### config.mk
export PLATFORM = sky130hd
export DESIGN_NAME = writeback_arbiter_flat
export DESIGN_NICKNAME = d
export VERILOG_FILES = /design/src/rtl/writeback_arbiter_if.sv /design/src/rtl/writeback_arbiter.sv /design/src/flat_wrapper.sv
export SDC_FILE = /design/constraint.sdc
export NUM_CORES = 1
export LEC_CHECK = 0
export BUFFER_PORTS_ARGS = -buffer_cell sky130_fd_sc_hd__clkbuf_2
export CAP_MARGIN = 20
export CORE_UTILIZATION = 50
export CTS_CLUSTER_SIZE = 8
export DETAILED_ROUTE_END_ITERATION = 7
export HOLD_SLACK_MARGIN = 0.06
export PLACE_DENSITY = 0.85
export SLEW_MARGIN = 10
export SYNTH_ARGS = -nofsm -noshare
export SYNTH_HDL_FRONTEND = slang
export SYNTH_SLANG_ARGS = --single-unit
### constraint.sdc
create_clock -name clk -period 2.4 [get_ports clk]
set_input_delay 0.48 -clock clk [delete_from_list [all_inputs] [get_ports clk]]
set_output_delay 0.48 -clock clk [all_outputs]
set_load 0.01 [all_outputs]
### src/rtl/writeback_arbiter_if.sv
// Writeback bus: the integer pipe and the FP unit on one side, the register file write port on the other.
interface writeback_arbiter_if;
    logic        int_valid;
    logic [5:0]  int_reg;
    logic [31:0] int_data;
    logic        fp_valid;
    logic        fp_ready;
    logic [5:0]  fp_reg;
    logic [31:0] fp_data;
    logic        regWrite;
    logic        float;
    logic [5:0]  writeReg;
    logic [31:0] writeData;
    logic [3:0]  fifo_count;
    logic        idle;

    modport master (
        output int_valid, int_reg, int_data, fp_valid, fp_reg, fp_data,
        input  fp_ready, regWrite, float, writeReg, writeData, fifo_count, idle
    );

    modport slave (
        input  int_valid, int_reg, int_data, fp_valid, fp_reg, fp_data,
        output fp_ready, regWrite, float, writeReg, writeData, fifo_count, idle
    );
endinterface

### src/rtl/writeback_arbiter.sv
// Single register-file write port shared by an unstallable integer pipe and a queued FP unit.
// Define WB_FP_BYPASS_EN to let an FP result skip the empty queue when the write slot is free.
module writeback_arbiter #(
    parameter int DEPTH = 4
) (
    input logic clk,
    input logic rst_n,
    writeback_arbiter_if.slave wb
);
    localparam int PW = $clog2(DEPTH);

    logic [5:0]    qReg  [DEPTH];
    logic [31:0]   qData [DEPTH];
    logic [PW-1:0] wrPtr;
    logic [PW-1:0] rdPtr;
    logic [3:0]    count;
    logic [3:0]    countNext;

    logic        regWriteR;
    logic        floatR;
    logic [5:0]  writeRegR;
    logic [31:0] writeDataR;
    logic        idleR;

    logic intWrite;
    logic push;
    logic pushQ;
    logic pop;
    logic bypass;
    logic regWriteNext;

    // fp_ready looks only at the registered count, so a same-cycle pop never frees a slot early
    assign wb.fp_ready   = rst_n && (count < 4'(DEPTH));
    assign wb.fifo_count = count;
    assign wb.regWrite   = regWriteR;
    assign wb.float      = floatR;
    assign wb.writeReg   = writeRegR;
    assign wb.writeData  = writeDataR;
    assign wb.idle       = idleR;

    always_comb begin
        intWrite = wb.int_valid && (wb.int_reg != 6'd0);
        push     = wb.fp_valid && wb.fp_ready;
        pop      = !intWrite && (count != 4'd0);
`ifdef WB_FP_BYPASS_EN
        bypass   = !intWrite && (count == 4'd0) && push;
`else
        bypass   = 1'b0;
`endif
        pushQ        = push && !bypass;
        countNext    = count + {3'b000, pushQ} - {3'b000, pop};
        regWriteNext = intWrite || pop || bypass;
    end

    always_ff @(posedge clk) begin
        if (pushQ) begin
            qReg[wrPtr]  <= wb.fp_reg;
            qData[wrPtr] <= wb.fp_data;
        end
    end

    always_ff @(posedge clk or negedge rst_n) begin
        if (!rst_n) begin
            count      <= 4'd0;
            wrPtr      <= '0;
            rdPtr      <= '0;
            regWriteR  <= 1'b0;
            floatR     <= 1'b0;
            writeRegR  <= 6'd0;
            writeDataR <= 32'd0;
            idleR      <= 1'b1;
        end else begin
            count     <= countNext;
            idleR     <= (countNext == 4'd0) && !regWriteNext;
            regWriteR <= regWriteNext;
            if (pushQ) wrPtr <= wrPtr + PW'(1);
            if (pop)   rdPtr <= rdPtr + PW'(1);
            // write-port fields hold their last value on cycles with no write
            if (intWrite) begin
                floatR     <= 1'b0;
                writeRegR  <= wb.int_reg;
                writeDataR <= wb.int_data;
            end else if (pop) begin
                floatR     <= 1'b1;
                writeRegR  <= qReg[rdPtr];
                writeDataR <= qData[rdPtr];
            end else if (bypass) begin
                floatR     <= 1'b1;
                writeRegR  <= wb.fp_reg;
                writeDataR <= wb.fp_data;
            end
        end
    end
endmodule

### src/flat_wrapper.sv
// flat-port wrapper written by rule: the top's interface ports become plain ports
module writeback_arbiter_flat 
#(
    parameter int DEPTH = 4
)
  (clk, rst_n, wb_int_valid, wb_int_reg, wb_int_data, wb_fp_valid, wb_fp_reg, wb_fp_data, wb_fp_ready, wb_regWrite, wb_float, wb_writeReg, wb_writeData, wb_fifo_count, wb_idle);
  writeback_arbiter_if wb_i ();
  input logic clk;
  input logic rst_n;
  input wire logic [$bits(wb_i.int_valid)-1:0] wb_int_valid;
  input wire logic [$bits(wb_i.int_reg)-1:0] wb_int_reg;
  input wire logic [$bits(wb_i.int_data)-1:0] wb_int_data;
  input wire logic [$bits(wb_i.fp_valid)-1:0] wb_fp_valid;
  input wire logic [$bits(wb_i.fp_reg)-1:0] wb_fp_reg;
  input wire logic [$bits(wb_i.fp_data)-1:0] wb_fp_data;
  output wire logic [$bits(wb_i.fp_ready)-1:0] wb_fp_ready;
  output wire logic [$bits(wb_i.regWrite)-1:0] wb_regWrite;
  output wire logic [$bits(wb_i.float)-1:0] wb_float;
  output wire logic [$bits(wb_i.writeReg)-1:0] wb_writeReg;
  output wire logic [$bits(wb_i.writeData)-1:0] wb_writeData;
  output wire logic [$bits(wb_i.fifo_count)-1:0] wb_fifo_count;
  output wire logic [$bits(wb_i.idle)-1:0] wb_idle;
  assign wb_i.int_valid = wb_int_valid;
  assign wb_i.int_reg = wb_int_reg;
  assign wb_i.int_data = wb_int_data;
  assign wb_i.fp_valid = wb_fp_valid;
  assign wb_i.fp_reg = wb_fp_reg;
  assign wb_i.fp_data = wb_fp_data;
  assign wb_fp_ready = wb_i.fp_ready;
  assign wb_regWrite = wb_i.regWrite;
  assign wb_float = wb_i.float;
  assign wb_writeReg = wb_i.writeReg;
  assign wb_writeData = wb_i.writeData;
  assign wb_fifo_count = wb_i.fifo_count;
  assign wb_idle = wb_i.idle;
  writeback_arbiter #(.DEPTH(DEPTH)) u_core (.clk(clk), .rst_n(rst_n), .wb(wb_i));
endmodule
==> results of run 1 <==
worst min-delay path by stage:
stage / to / slack, ps / cells past startpoint
2_1_floorplan: u_core.rdPtr[0] / 180 / 0
3_3_place_gp: u_core.wb.float / 480 / 1
3_5_place_dp: u_core.wb.float / 500 / 1
4_1_cts: u_core.wb.writeData[22] / 180 / 2
5_1_grt: u_core.qData[0][0] / 170 / 1
6_report: u_core.wb.writeData[19] / 160 / 2
cell type report:
cell class              instances  area share [%]
clock buffers                  52           8.411
clock inverters                 1         0.09072
inverters                      10          0.4147
multi-input cells             221           19.91
flip-flops and latches        201           60.02
well taps                     188           2.436
repair buffers                148           8.722
power by group through the flow:
stage / Clock, uW / Sequential [uW] / Combinational, uW
2_1_floorplan: 0 / 4530 / 1760
5_1_grt: 3800 / 4430 / 3150
4_1_cts: 3650 / 4390 / 2810
6_report: 3560 / 4390 / 2890
3_5_place_dp: 0 / 4450 / 2790
3_3_place_gp: 0 / 4420 / 2690
metrics by stage:
| stage | total power (uW) | std cells | setup WS, ps |
|---|---|---|---|
| after floorplan | 6285 | 458 | -359.9 |
| after global placement | 7105 | 766 | -380.9 |
| after detailed placement | 7241 | 766 | -516.1 |
| after CTS | 10850 | 819 | -7.834 |
| after global routing | 11370 | 821 | -74.19 |
| final | 10840 | 821 | -35.86 |
state kept, by name, indices dropped and copies added, names as in the netlist:
name / count
u_core.qData: 128
u_core.wrPtr: 2
u_core.wb.writeReg: 6
u_core.wb.fifo_count: 4
u_core.wb.idle: 1
u_core.wb.writeData: 32
u_core.rdPtr: 2
u_core.qReg: 24
u_core.wb.float: 1
u_core.wb.regWrite: 1
what timing repair did:
action / in CTS / in global routing
resized for setup: 0 / 6
setup buffers: 0 / 2
setup endpoints to repair: 1 / 1
pin swaps: 0 / 3
synthesized netlist by cell type:
master / count / area, sq um
a31oi_1: 34 / 212.7
nand2_1: 73 / 274.0
o31ai_4: 1 / 21.27
dfstp_2: 1 / 26.28
mux4_2: 38 / 855.8
a21oi_1: 1 / 5.000
nor4_2: 1 / 12.51
ha_1: 9 / 112.6
clkbuf_1: 14 / 52.55
nand2b_1: 1 / 6.260
inv_1: 10 / 37.54
or4_1: 1 / 7.510
fa_1: 1 / 20.02
o21a_1: 1 / 7.510
dfrtp_1: 48 / 1201
a32oi_1: 4 / 35.03
buf_2: 11 / 55.05
nor2_1: 34 / 127.6
o21ai_0: 1 / 5.000
buf_4: 1 / 7.510
and2_1: 6 / 37.54
nand3_1: 6 / 30.03
xnor2_1: 3 / 26.28
xor2_1: 2 / 17.52
a21o_1: 1 / 7.510
nand2_2: 1 / 6.260
edfxtp_1: 152 / 4564
and3_1: 2 / 12.51
kinds of logic (layout without fill, tap and decap cells):
family,Yosys count,in the layout,share of synthesized area (%)
compound gates,43,43,3.777
xor+xnor,5,5,0.5626
fa+ha+maj,10,10,1.704
buf+inv,36,211,1.961
flops,201,201,74.40
mux,38,38,10.99
simple gates,125,125,6.606
per-layer routing:
metal,part of all wire (%),GRT usage (%),vias to the layer above,wire length (um)
met1,39,27.37,2264,6375
li1,-,-,2064,-
met4,1.9,6.863,0,303
met2,51,35.33,196,8278
met5,0,0,-,0
met3,7.3,4.344,23,1183
==> impl_metrics.csv, run 1 <==
group,metric,value,unit
worst_hold_path,hp-class,"in2async",
flow_run,max-cap-violations,0,
floorplan,die_x,126.8,um
worst_setup_path,path_delay_family,"simple AND/OR/NAND/NOR gates",
finish,final_nets,701,
finish,layout_common_cells,"edfxtp_1 (152), clkbuf_2 (124), nand2_1 (73), dfrtp_1 (46), mux4_2 (38)",
pwr,p_seq_share,40.5,%
worst_setup_path,timing.critical_path.buf_inv,3,
worst_setup_path,r2r-end,"u_core.wb.idle",
timing,fin_worst_skew,12.55,ps
synth,ys_ff_latch,201,
clock_tree,clkTransAtPathRegs,50,ps
worst_setup_path,crit_end,"u_core.wb.idle",
timing,tns,-35.86,ps
pwr,vdd_drop_max,0.7205,mV
synth,synthDistinctLibCells,28,
drt,drtIter0Drc,278,
timing,finalHoldViolations,0,
synth,syn_nets,548,
drt,drc,0,
timing,fmax,410.5,MHz
floorplan,die_area,0.01607,sq mm
placed_design,gp_congestion,0.7717,
clock_tree,clkSinkCount,201,
drt,firstDrtPassIters,4,
clock_tree,cts_root_buf,"clkbuf_16",
finish,final_util,63.51,%
global_routing,grt_pass1_wl,25520,um
worst_setup_path,reg2regPathDepth,11,
timing,drv_slew,0,
worst_setup_path,cp_data_required_time,2800,ps
floorplan,rows,45,
drt,vias_per_cell,5.538,
finish,drive_above_1_share,37.60,%
global_routing,grt_max_degree,80,
finish,area_growth,24.01,%
timing,relSlewSlack,46.39,%
clock_tree,clock_latency,500,ps
pwr,powerDensity,1123,mW/mm^2
finish,antennaDiodeCount,0,
worst_setup_path,path_max_fanout,2,
finish,multi_input_area,0.001922,sq mm
clock_tree,cts_buffers,29,
outcome,failed_checks,"setup timing",
synth,yosysWarnings,0,
worst_setup_path,worstSetupPathType,"in2reg",
pwr,switching_share,28.21,%
timing,fin_crit_sh,101.5,%
outcome,status,"finished with violations",
drt,via_count,4547,
timing,period_minus_slack,2436,ps
global_routing,grt_overflow,0,
floorplan,ios,126,
timing,worst_pin_slew,804.2,ps
placed_design,portBuffers,125,
worst_setup_path,critPathCaptureType,"flip-flop",
worst_setup_path,worstPathArrival,2830,ps
synth,avgSynthCellArea,17.00,sq um
synth,synth.cell_area,0.007785,sq mm
placed_design,place_area,0.008781,sq mm
worst_setup_path,r2r-start,"u_core.wb.fifo_count[2]",
pwr,power_leakage,0.003702,uW
finish,fillers,1059,
worst_setup_path,cpPeakStageDelay,560,ps
timing,rsz0062_at_grt,"true",
timing,finalWorstSetupSlack,-35.86,ps
worst_setup_path,crit_slowest_cell,"fa_2",
clock_tree,htree_levels,1,
drt,wl_per_cell,19.66,um
finish,mostFrequentLayoutCell,"edfxtp_1",
worst_setup_path,crit_top_cell,"ha_4",
global_routing,grt_pass1_vias,4839,
floorplan,core,0.01520,sq mm
synth,ys_seq_area_share,74.40,%
timing,setup_viol,1,
pwr,pwr-share-comb,26.7,%
synth,netlist_instances,458,
worst_setup_path,crit_start,"wb_int_reg[1]",
pwr,switchingPower,3058,uW
finish,seqCellArea,0.005794,sq mm
timing,fin_hold_ws,159.6,ps
clock_tree,holdBufCountCts,0,
finish,design_area,0.009654,sq mm
floorplan,die_h,126.8,um
global_routing,antenna_found_initial,0,
placed_design,dpl.hpwl,9926,um
worst_setup_path,worst-path-stages,11,
clock_tree,cts_tree,"built",
clock_tree,clockBufferDepth,3,
floorplan,initial_utilization,51.21,%
pwr,cellInternalPower,7782,uW
worst_setup_path,path_cells,"buf_6, or4_4, o31ai_4, and2_4, ha_4, inv_4, ha_4, inv_2, fa_2, nand2b_4, nor4_4",
worst_setup_path,r2r_slack,-10,ps
drt,wirelength,16140,um
worst_setup_path,startpoint_type,"primary input",
pwr,p_clk_share,32.9,%
global_routing,track_usage,20.90,%
drt,ant_nets,0,
Power figures use the tool's default switching activity.
==> run 2, diff against run 1 <==
CORE_UTILIZATION = 51   (was 50)
PLACE_DENSITY = 0.86   (was 0.85)
==> run 2 against run 1 <==
- global-route usage increased by 0.41 points
- final cell count decreased by 0.73%
- highest routed layer unchanged
- critical path type unchanged
- largest power group unchanged
- critical path depth unchanged
- fmax increased by 1.6%
- combinational power decreased by 6%
- critical endpoint unchanged
- worst setup slack improved by 38 ps
- wire length increased by 0.30%
- register-to-register slack improved by 100 ps
- non-clock buffer count decreased by 2
- the flow finishes with violations (DRC)
- sequential power increased by 1%
==> impl_metrics.csv, run 2 (synthesis results as in run 1) <==
group,metric,value,unit
placed_design,portBuffers,125,
clock_tree,cts_buffers,29,
drt,drc,9,
drt,firstDrtPassIters,7,
clock_tree,cts_resized,0,
worst_setup_path,r2r-end,"u_core.wb.idle",
floorplan,rows,44,
finish,seqCellArea,0.005794,sq mm
finish,drive_above_1_share,37.08,%
clock_tree,clkSinkCount,201,
timing,fmax,417.1,MHz
finish,layout_common_cells,"edfxtp_1 (152), clkbuf_2 (125), nand2_1 (73), dfrtp_1 (46), mux4_2 (38)",
finish,antennaDiodeCount,0,
floorplan,die_x,125.6,um
timing,setup_viol,0,
drt,vias_per_cell,5.600,
clock_tree,cts_setup_buffers,0,
placed_design,gp_congestion,0.8045,
pwr,power_leakage,0.003679,uW
drt,via_count,4564,
worst_setup_path,worstSetupPathType,"in2reg",
timing,fin_crit_sh,99.90,%
timing,worst_pin_slew,819.2,ps
floorplan,ios,126,
worst_setup_path,r2r-start,"u_core.wb.fifo_count[2]",
worst_setup_path,crit_slowest_cell,"or4_4",
timing,finalWorstSetupSlack,2.325,ps
worst_setup_path,cp_data_required_time,2810,ps
worst_setup_path,startpoint_type,"primary input",
timing,relSlewSlack,45.39,%
timing,rsz0062_at_grt,"true",
clock_tree,holdBufCountCts,0,
placed_design,pre_cts_ws,-507.3,ps
worst_setup_path,cpPeakStageDelay,550,ps
finish,top_register,"u_core.qData",
worst_setup_path,path_cells,"clkbuf_2, or4_4, o31ai_4, and2_4, ha_4, inv_2, ha_4, inv_2, fa_2, xnor2_2, nor4_2",
clock_tree,cts_root_buf,"clkbuf_16",
clock_tree,clock_latency,510,ps
finish,largest_reg_flops,128,
worst_setup_path,worstPathArrival,2810,ps
outcome,status,"finished with violations",
outcome,failed_checks,"DRC",
global_routing,grt_pass1_vias,4853,
timing,drv_slew,0,
drt,ant_nets,0,
worst_hold_path,hp-class,"in2async",
drt,drtIter0Drc,348,
worst_setup_path,reg2regPathDepth,11,
drt,wl_per_cell,19.86,um
finish,area_growth,23.11,%
worst_setup_path,critPathCaptureType,"flip-flop",
flow_run,max-cap-violations,0,
floorplan,die_area,0.01576,sq mm
clock_tree,clockBufferDepth,3,
worst_setup_path,r2r_slack,90,ps
finish,final_cells,815,
pwr,vdd_drop_max,0.6163,mV
floorplan,initial_utilization,52.96,%
global_routing,antenna_found_initial,0,
finish,final_nets,699,
clock_tree,clkTransAtPathRegs,50,ps
timing,period_minus_slack,2398,ps
drt,wirelength,16190,um
floorplan,core,0.01470,sq mm
finish,final_util,65.20,%
timing,fin_hold_ws,135.2,ps
clock_tree,cts_tree,"built",
global_routing,grt_max_degree,80,
clock_tree,htree_levels,1,
finish,mostFrequentLayoutCell,"edfxtp_1",
floorplan,die_h,125.6,um
worst_setup_path,path_max_fanout,2,
global_routing,grt_overflow,0,
global_routing,track_usage,21.32,%
timing,fin_worst_skew,10.31,ps
worst_setup_path,crit_start,"wb_int_reg[1]",
global_routing,grt_pass1_wl,25590,um
pwr,powerDensity,1119,mW/mm^2
placed_design,place_inst,762,
finish,multi_input_area,0.001893,sq mm
placed_design,dpl.hpwl,10070,um
timing,finalHoldViolations,0,
finish,fillers,993,
run 2: worst max-delay path, delay by kind of cell:
family          cells  cell delay, ps
simple gates        3            1060
fa+ha+maj           3             660
compound gates      1             250
buf+inv             3             180
xor+xnor            1             160
run 2: final cells by class:
| cell class | count | area share [%] |
|---|---|---|
| Clock buffer | 52 | 8.473 |
| Clock inverter | 1 | 0.09138 |
| Inverter | 10 | 0.3916 |
| Multi-Input combinational cell | 221 | 19.75 |
| Sequential cell | 201 | 60.46 |
| Tap cell | 184 | 2.402 |
| Timing Repair Buffer | 146 | 8.433 |
run 2: worst max path at each step:
| stage | to | depth (start not counted) |
|---|---|---|
| finish | u_core.wb.idle | 11 |
| global route | u_core.wb.idle | 11 |
| CTS | u_core.wb.idle | 11 |
| detailed placement | u_core.wb.idle | 11 |
| global placement | u_core.wb.idle | 11 |
| floorplan | u_core.wb.idle | 10 |
run 2: report_power, final:
| part | internal, uW | switching (uW) |
|---|---|---|
| combinational | 1280 | 1420 |
| clock | 2240 | 1330 |
| sequential | 4180 | 253 |
| total | 7710 | 3010 |
run 2: per-stage QoR:
step,area [sq um],power [uW],TNS [ps]
final,9584,10720,0
after global routing,9584,11220,-109.1
after CTS,9584,10830,0
after detailed placement,8763,7218,-2252
after global placement,8763,7079,-1002
after floorplan,7826,6285,-4882
run 2: routing by layer:
| layer | vias to the layer above | global-route usage [%] | routed length (um) |
|---|---|---|---|
| met5 | - | 0 | 0 |
| met4 | 0 | 7.102 | 388 |
| met3 | 32 | 4.193 | 1010 |
| met2 | 171 | 36.63 | 8281 |
| met1 | 2317 | 27.34 | 6509 |
| li1 | 2044 | - | - |
==> run 3, diff against run 2 <==
BUFFER_PORTS_ARGS = unset   (was -buffer_cell sky130_fd_sc_hd__clkbuf_2)
CORE_UTILIZATION = 57   (was 51)
DONT_BUFFER_PORTS = 1   (was unset)
PLACE_DENSITY = 0.85   (was 0.86)
==> run 3 against run 2 <==
- the run now ends clean
- final cell count fell by 9.7%
- critical path depth fell by 1
- core utilization rose by 6.9 points
- clock power barely moved
- combinational power fell by 7.7%
- first-iteration DRC count fell by 6.0%
- total power fell by 0.65%
- largest cell class unchanged
- highest routed layer unchanged
==> impl_metrics.csv, run 3 (synthesis results as in run 1) <==
group,metric,value,unit
drt,firstDrtPassIters,5,
timing,drv_slew,0,
global_routing,grt_pass1_wl,24450,um
clock_tree,cts_root_buf,"clkbuf_16",
pwr,vdd_drop_max,0.6627,mV
clock_tree,clkTransAtPathRegs,50,ps
worst_setup_path,crit_slowest_cell,"fa_2",
worst_setup_path,critPathCaptureType,"flip-flop",
finish,design_area,0.009580,sq mm
pwr,powerDensity,1112,mW/mm^2
drt,drtIter0Drc,327,
timing,tns,0,ps
floorplan,die_x,118.9,um
drt,vias_per_cell,5.951,
worst_setup_path,path_max_fanout,2,
finish,mostFrequentLayoutCell,"edfxtp_1",
clock_tree,clkSinkCount,201,
timing,setup_viol,0,
floorplan,rows,42,
worst_hold_path,hp-class,"in2reg",
timing,rsz0062_at_grt,"true",
finish,largest_reg_flops,128,
timing,worst_pin_slew,818.6,ps
floorplan,core,0.01330,sq mm
timing,relSlewSlack,45.42,%
clock_tree,cts_buffers,29,
pwr,power_leakage,0.003411,uW
placed_design,portBuffers,0,
global_routing,grt_max_degree,80,
global_routing,antenna_found_initial,0,
outcome,status,"completed",
floorplan,initial_utilization,58.55,%
worst_setup_path,path_cells,"or4_4, o31ai_4, and2_4, ha_4, inv_4, ha_4, inv_2, fa_2, nand2b_4, nor4_4",
drt,wirelength,16000,um
timing,period_minus_slack,2337,ps
placed_design,place_inst,629,
worst_setup_path,worstSetupPathType,"in2reg",
clock_tree,clock_latency,500,ps
placed_design,dpl.hpwl,9357,um
finish,area_growth,23.06,%
worst_setup_path,startpoint_type,"primary input",
timing,fin_worst_skew,14.61,ps
drt,via_count,4380,
timing,finalHoldViolations,0,
finish,antennaDiodeCount,0,
worst_setup_path,crit_top_cell,"ha_4",
finish,layout_common_cells,"edfxtp_1 (152), nand2_1 (73), dlygate4sd3_1 (50), dfrtp_1 (45), mux4_2 (38)",
finish,top_register,"u_core.qData",
worst_setup_path,worstPathArrival,2750,ps
drt,drc,0,
flow_run,max-cap-violations,0,
floorplan,die_area,0.01413,sq mm
finish,fillers,801,
placed_design,place_area,0.008165,sq mm
finish,drive_above_1_share,21.43,%
clock_tree,clockBufferDepth,3,
timing,fin_hold_ws,86.19,ps
worst_setup_path,timing.critical_path.buf_inv,2,
timing,fin_crit_sh,97.38,%
global_routing,track_usage,23.09,%
worst_setup_path,path_delay_family,"simple AND/OR/NAND/NOR gates",
clock_tree,htree_levels,1,
clock_tree,cts_tree,"built",
worst_setup_path,cpPeakStageDelay,570,ps
global_routing,grt_pass1_vias,4547,
drt,ant_nets,0,
worst_setup_path,cp_data_required_time,2810,ps
timing,fmax,427.9,MHz
global_routing,grt_overflow,0,
drt,wl_per_cell,21.74,um
floorplan,die_h,118.9,um
finish,final_cells,736,
floorplan,ios,126,
placed_design,gp_congestion,0.7612,
finish,final_nets,629,
-- run 3: path summary, 6_finish.rpt --
kind / to / cells after the start / slack, ps / startpoint
min: u_core.qData[3][28] / 0 / 90 / wb_fp_data[28]
min reg2reg: u_core.wb.float / 1 / 580 / u_core.wb.float
min in group asynchronous: u_core.wb.writeData[16] / 2 / 490 / rst_n
max in group asynchronous: u_core.wb.idle / 2 / 1630 / rst_n
max: u_core.wb.idle / 10 / 60 / wb_int_reg[1]
max reg2reg: u_core.wb.idle / 11 / 80 / u_core.wb.fifo_count[2]
-- run 3: power by group --
part | switching [uW] | internal (uW)
Combinational | 1250 | 1250
Sequential | 422 | 4180
Clock | 1310 | 2240
-- run 3: layout make-up --
cell class / count / area [sq um] / share of cell area [%]
well taps: 176 / 220.2 / 2.299
repair buffers: 76 / 778.2 / 8.123
multi-input cells: 221 / 1929 / 20.14
inverters: 10 / 40.04 / 0.4179
clock inverters: 1 / 8.758 / 0.09142
flip-flops and latches: 201 / 5796 / 60.49
clock buffers: 51 / 808.3 / 8.437
-- run 3: repair_timing --
action,CTS,global route
hold buffers,23,28
hold endpoints to repair,107,85
gates resized for setup,0,10
setup endpoints to repair,0,1
buffers inserted,0,4
-- run 3: layer usage --
layer / track usage (%) / up-vias / share of wire [%]
li1: - / 1911 / -
met1: 29.49 / 2233 / 38
met2: 39.22 / 210 / 52
met3: 5.603 / 26 / 7.3
met4: 7.516 / 0 / 2.0
met5: 0 / - / 0
-- run 3: through the flow --
stage	util (%)	total power [uW]	worst slack, ps
floorplan	-	6285	-359.9
global placement	61.42	6799	-289.5
detailed placement	61.42	6907	-409.0
CTS	69.42	10510	41.50
global route	72.06	11140	-17.99
finish	72.06	10650	62.93
